File: config.mk
export PLATFORM = sky130hd
export DESIGN_NAME = matmul_engine
export DESIGN_NICKNAME = d
export VERILOG_FILES = /design/src/rtl/matmul_engine.sv
export SDC_FILE = /design/constraint.sdc
export NUM_CORES = 1
export LEC_CHECK = 0
export ABC_AREA = 1
export CAP_MARGIN = 10
export CORE_MARGIN = 2
export CORE_UTILIZATION = 55
export CTS_BUF_LIST = sky130_fd_sc_hd__clkbuf_8 sky130_fd_sc_hd__clkbuf_16
export DETAILED_ROUTE_END_ITERATION = 6
export GPL_ROUTABILITY_DRIVEN = 0
export GPL_TIMING_DRIVEN = 0
export PLACE_DENSITY = 0.84
export SLEW_MARGIN = 30
export SYNTH_ARGS = -nofsm -noshare
export SYNTH_HDL_FRONTEND = slang
export SYNTH_SLANG_ARGS = --single-unit
File: constraint.sdc
create_clock -name clk -period 5.94 [get_ports clk]
set_input_delay 0.594 -clock clk [delete_from_list [all_inputs] [get_ports clk]]
set_output_delay 0.594 -clock clk [all_outputs]
set_load 0.02 [all_outputs]
File: src/rtl/matmul_engine.sv
// matmul_engine: sequential unsigned square matrix multiplier, one MAC per clock, wrap or saturate output
module matmul_engine #(
  parameter int VAR_WIDTH = 4,
  parameter int M_SIZE = 2,
  parameter int ACC_WIDTH = 2*VAR_WIDTH+$clog2(M_SIZE)
) (
  input  logic clk,
  input  logic rst,
  input  logic start,
  input  logic sat_mode,
  input  logic [VAR_WIDTH*M_SIZE*M_SIZE-1:0] matrixA,
  input  logic [VAR_WIDTH*M_SIZE*M_SIZE-1:0] matrixB,
  output logic [VAR_WIDTH*M_SIZE*M_SIZE-1:0] result,
  output logic busy,
  output logic done,
  output logic overflow
);
  localparam int N = VAR_WIDTH*M_SIZE*M_SIZE;
  localparam int IW = $clog2(M_SIZE);
  localparam logic [IW-1:0] LAST = IW'(M_SIZE-1);
  typedef enum logic [1:0] {IDLE = 2'd0, CALC = 2'd1, DONE = 2'd2} state_t;
  state_t state, nxt;
  logic [N-1:0] a_q, b_q, stage, stage_w;
  logic sat_q, run_ov, big, row_end, last;
  logic [IW-1:0] i, j, k;
  logic [ACC_WIDTH-1:0] acc, sum;
  logic [VAR_WIDTH-1:0] ae, be, elem;
  logic [2*VAR_WIDTH-1:0] prod;
  // multiply-accumulate datapath and the staging image with the current element merged in
  always_comb begin
    ae = a_q[VAR_WIDTH*(int'(i)*M_SIZE+int'(k)) +: VAR_WIDTH];
    be = b_q[VAR_WIDTH*(int'(k)*M_SIZE+int'(j)) +: VAR_WIDTH];
    prod = {{VAR_WIDTH{1'b0}}, ae} * {{VAR_WIDTH{1'b0}}, be};
    sum = acc + ACC_WIDTH'(prod);
    big = |sum[ACC_WIDTH-1:VAR_WIDTH];
    elem = (sat_q && big) ? '1 : sum[VAR_WIDTH-1:0];
    stage_w = stage;
    stage_w[VAR_WIDTH*(int'(i)*M_SIZE+int'(j)) +: VAR_WIDTH] = elem;
    row_end = k == LAST;
    last = row_end && j == LAST && i == LAST;
  end
  // next state and status outputs; DONE and the unused encoding fall back to IDLE
  always_comb begin
    nxt = state == IDLE ? (start ? CALC : IDLE) : state == CALC ? (last ? DONE : CALC) : IDLE;
    busy = state == CALC;
    done = state == DONE;
  end
  // state register
  always_ff @(posedge clk or posedge rst)
    if (rst) state <= IDLE;
    else state <= nxt;
  // operand capture, index walk, accumulation and publication of the finished matrix
  always_ff @(posedge clk or posedge rst) begin
    if (rst) begin
      a_q <= '0;
      b_q <= '0;
      sat_q <= 1'b0;
      i <= '0;
      j <= '0;
      k <= '0;
      acc <= '0;
      run_ov <= 1'b0;
      stage <= '0;
      result <= '0;
      overflow <= 1'b0;
    end else if (state == IDLE && start) begin
      a_q <= matrixA;
      b_q <= matrixB;
      sat_q <= sat_mode;
      i <= '0;
      j <= '0;
      k <= '0;
      acc <= '0;
      run_ov <= 1'b0;
    end else if (state == CALC) begin
      if (!row_end) begin
        acc <= sum;
        k <= k + 1'b1;
      end else begin
        stage <= stage_w;
        acc <= '0;
        k <= '0;
        run_ov <= run_ov | big;
        j <= j == LAST ? '0 : j + 1'b1;
        if (j == LAST) i <= i == LAST ? '0 : i + 1'b1;
        if (last) begin
          result <= stage_w;
          overflow <= run_ov | big;
        end
      end
    end
  end
endmodule

==> impl_metrics.py <==
metrics = {
    "sta": {
        "final_hold_viol_count": 0,
        "slew-limit-headroom_pct": 61.60,
        "period_needed_ns": 4.912,
        "fin_skew_ns": 0.01017,
        "grt_setup_unrepaired": "no",
        "period_share_pct": 82.70,
        "clock.fmax_mhz": 203.6,
        "setup_viol": 0,
        "worstMarginPinSlew_ns": 0.5761,
        "slew_viol_final": 0,
        "fin_tns_setup_ns": 0,
    },
    "critical_path": {
        "slowest_stage": "fa_1",
        "worst-endpoint-arrival_ns": 5.16,
        "cp_cell_sequence": "inv_1, clkbuf_1, nand2_1, a32oi_1, nand2_1, fa_1, fa_1, fa_1, inv_1, ha_1, inv_2, nand2_1, nand3_1, nand2_1, nand2_1, nand2_2, nor2_2, nand3_2, nand2_4, nand2_4, nand4_1, nand2_1, nand2_1, nand2_1",
        "cpLargestDelayFamily": "adder cells",
        "cp.required_ns": 6.18,
        "rr_startpoint": "k",
        "slowest_delay_ns": 0.54,
        "crit_fanout": 10,
        "critical_path_class": "flip-flop to flip-flop",
        "crit_start": "k",
        "end_kind": "flip-flop",
        "cpMostUsedCell": "nand2_1",
        "path_buf_inv": 4,
        "start_kind": "flip-flop",
    },
    "global_route": {
        "grt_max_degree": 42,
        "track_usage_pct": 25.03,
        "grt_antenna_before_repair": 0,
        "grt_pass1_wl_microns": 17440,
        "grt_overflow": 0,
        "grt_pass1_vias": 3933,
    },
    "synth": {
        "ys_types": 27,
        "synth-simple-area-share_pct": 29.03,
        "synthArstFlopShare_pct": 100.0,
        "yosysSeqAreaShare_pct": 45.05,
        "synth_adder_area_share_pct": 10.12,
        "synth_edf_count": 0,
        "synthCells": 586,
        "muxShareOfSynthArea_pct": 0,
        "postSynthAreaPerCell_sq_um": 7.678,
        "syn_nets": 653,
        "synth_top_family_by_area": "simple AND/OR/NAND/NOR gates",
        "yosysMostFrequentCell": "nand2_1",
        "synth_top_area_share_pct": 45.05,
        "synth_area_leaders": "dfrtp_1 45%, nand2_1 21%, inv_1 6.3%",
        "synth_warnings": 0,
        "ys_seq_elements": 81,
        "synth-xor-area-share_pct": 0.3893,
        "synth-compound-area-share_pct": 6.841,
        "synthesis.area_sq_um": 4499,
        "synth_top_cells_by_count": "252 x nand2_1, 81 x dfrtp_1, 76 x inv_1",
        "ys.flop_type": "dfrtp_1",
        "yosysTopAreaCell": "dfrtp_1",
    },
    "flow_run": {
        "maxCapViolations": 0,
    },
    "clocking": {
        "cts_buffer_depth": 2,
        "cts_sinks": 81,
        "htreeDepth": 3,
        "post_cts_buffers": 0,
        "path_clk_slew_ns": 0.08,
        "post_cts_resized": 0,
        "cts_tree": "yes",
        "numCtsBuffers": 9,
        "cts_hold_buf": 0,
        "worstSkewPairLatency_ns": 0.36,
        "cts_root_buffer": "clkbuf_8",
    },
    "cells_and_area": {
        "area_growth_pct": 19.97,
        "fin_nets": 719,
        "n_fill_cell": 604,
        "postLayoutCellArea_sq_um": 5398,
        "antenna_cells": 0,
        "drive_above_1_share_pct": 6.088,
        "multi_input_area_sq_um": 2087,
        "regArea_sq_um": 2027,
    },
    "floorplanning": {
        "die_h_microns": 94.45,
        "start_util_pct": 57.63,
        "ios": 55,
        "die_area_sq_um": 8920,
        "fp.coreArea_sq_um": 7807,
        "die_w_microns": 94.45,
        "num_rows": 32,
    },
    "hold_path": {
        "hold_path_class": "flip-flop to flip-flop",
        "holdCritStartpoint": "run_ov",
    },
    "placement": {
        "placed_cell_area_sq_um": 5190,
        "hpwl_microns": 7364,
        "portBuffers": 54,
    },
    "drt": {
        "antenna_left": 0,
        "wl_microns": 10110,
        "wl_per_cell_microns": 13.32,
        "drt_iter0_drc": 205,
        "first_pass_iters": 5,
        "via_per_inst": 5.175,
        "num_vias": 3928,
        "drcViolationCount": 0,
    },
    "outcome": {
        "status": "completed",
    },
}
==> routing by layer <==
layer  wire length [microns]  share of wire [%]  global-route usage [%]  vias to the layer above
met1                    4648                 46                   33.40                     1872
met4                     166                1.6                   8.333                        0
met2                    4852                 48                   41.73                      102
met3                     441                4.4                   4.469                       18
met5                       0                  0                       0                        -
li1                        -                  -                       -                     1936
==> final cells by class <==
class	instances	share of cell area, %
Buffer	18	1.437
Sequential cell	81	37.55
Clock buffer	12	3.060
Multi-Input combinational cell	405	38.66
Inverter	82	5.749
Clock inverter	4	0.7881
Timing Repair Buffer	55	10.38
Tap cell	102	2.364
==> stage by stage <==
| stage | utilization, % | setup WS (ns) | hold WS [ns] | instances |
|---|---|---|---|---|
| 2_1_floorplan | - | 1.798 | 0.4481 | 586 |
| 3_3_place_gp | 66.19 | 1.195 | 0.4621 | 742 |
| 3_5_place_dp | 66.47 | 1.114 | 0.4646 | 743 |
| 4_1_cts | 69.13 | 1.052 | 0.4828 | 759 |
| 5_1_grt | 69.13 | 0.6226 | 0.5094 | 759 |
| 6_report | 69.13 | 1.028 | 0.4818 | 759 |
==> cell families after synthesis <==
kind of cell,after synthesis
adders and majority gates,31
AOI/OAI and AO/OA,54
buffers and inverters,100
xor gates and xnor gates,2
DFF,81
and+or+nand+nor,318
==> registers in the layout, summed over array words and instances, names as in the netlist <==
| register | cells |
|---|---|
| i | 1 |
| acc | 9 |
| k | 1 |
| stage | 16 |
| a_q | 16 |
| sat_q | 1 |
| result | 16 |
| state | 2 |
| run_ov | 1 |
| j | 1 |
| overflow | 1 |
| b_q | 16 |
==> final timing paths <==
path / slack, ns / to / cells past startpoint
setup / recovery: 1.03 / stage[12] / 24
max in group asynchronous: 4.72 / acc[7] / 3
setup reg to reg: 1.03 / stage[12] / 24
hold reg to reg: 0.48 / run_ov / 2
min in group asynchronous: 0.63 / result[12] / 2
hold / removal: 0.48 / run_ov / 2
==> worst reg2reg max path: stages (launching register included) <==
cell and delay [ns]:
dfrtp_1 0.44, inv_1 0.23, clkbuf_1 0.43, nand2_1 0.10
a32oi_1 0.27, nand2_1 0.13, fa_1 0.55, fa_1 0.52
fa_1 0.51, inv_1 0.04, ha_1 0.36, inv_2 0.07
nand2_1 0.10, nand3_1 0.13, nand2_1 0.06, nand2_1 0.07
nand2_2 0.06, nor2_2 0.10, nand3_2 0.13, nand2_4 0.15
nand2_4 0.08, nand4_1 0.07, nand2_1 0.09, nand2_1 0.07
nand2_1 0.05
==> cell usage in the layout (no fill, tap or decap), types with 3 or more instances in the layout <==
cell	Yosys	layout
nand2_1	252	252
dfrtp_1	81	81
inv_1	76	77
clkdlybuf4s50_1	0	54
nor2_1	27	27
ha_1	22	22
o21ai_0	18	18
a21oi_1	13	13
clkbuf_8	0	12
clkbuf_1	11	11
nand4_1	11	11
o21ai_1	11	11
nand3_1	9	9
fa_1	9	9
nand2_2	8	8
a32oi_1	8	8
nand2_4	5	5
inv_2	4	4
buf_1	3	3
nor3_1	3	3
o22ai_1	3	3
Power is not shown: default switching activity piles up to over one toggle a cycle in this logic, so the estimate is an artifact.
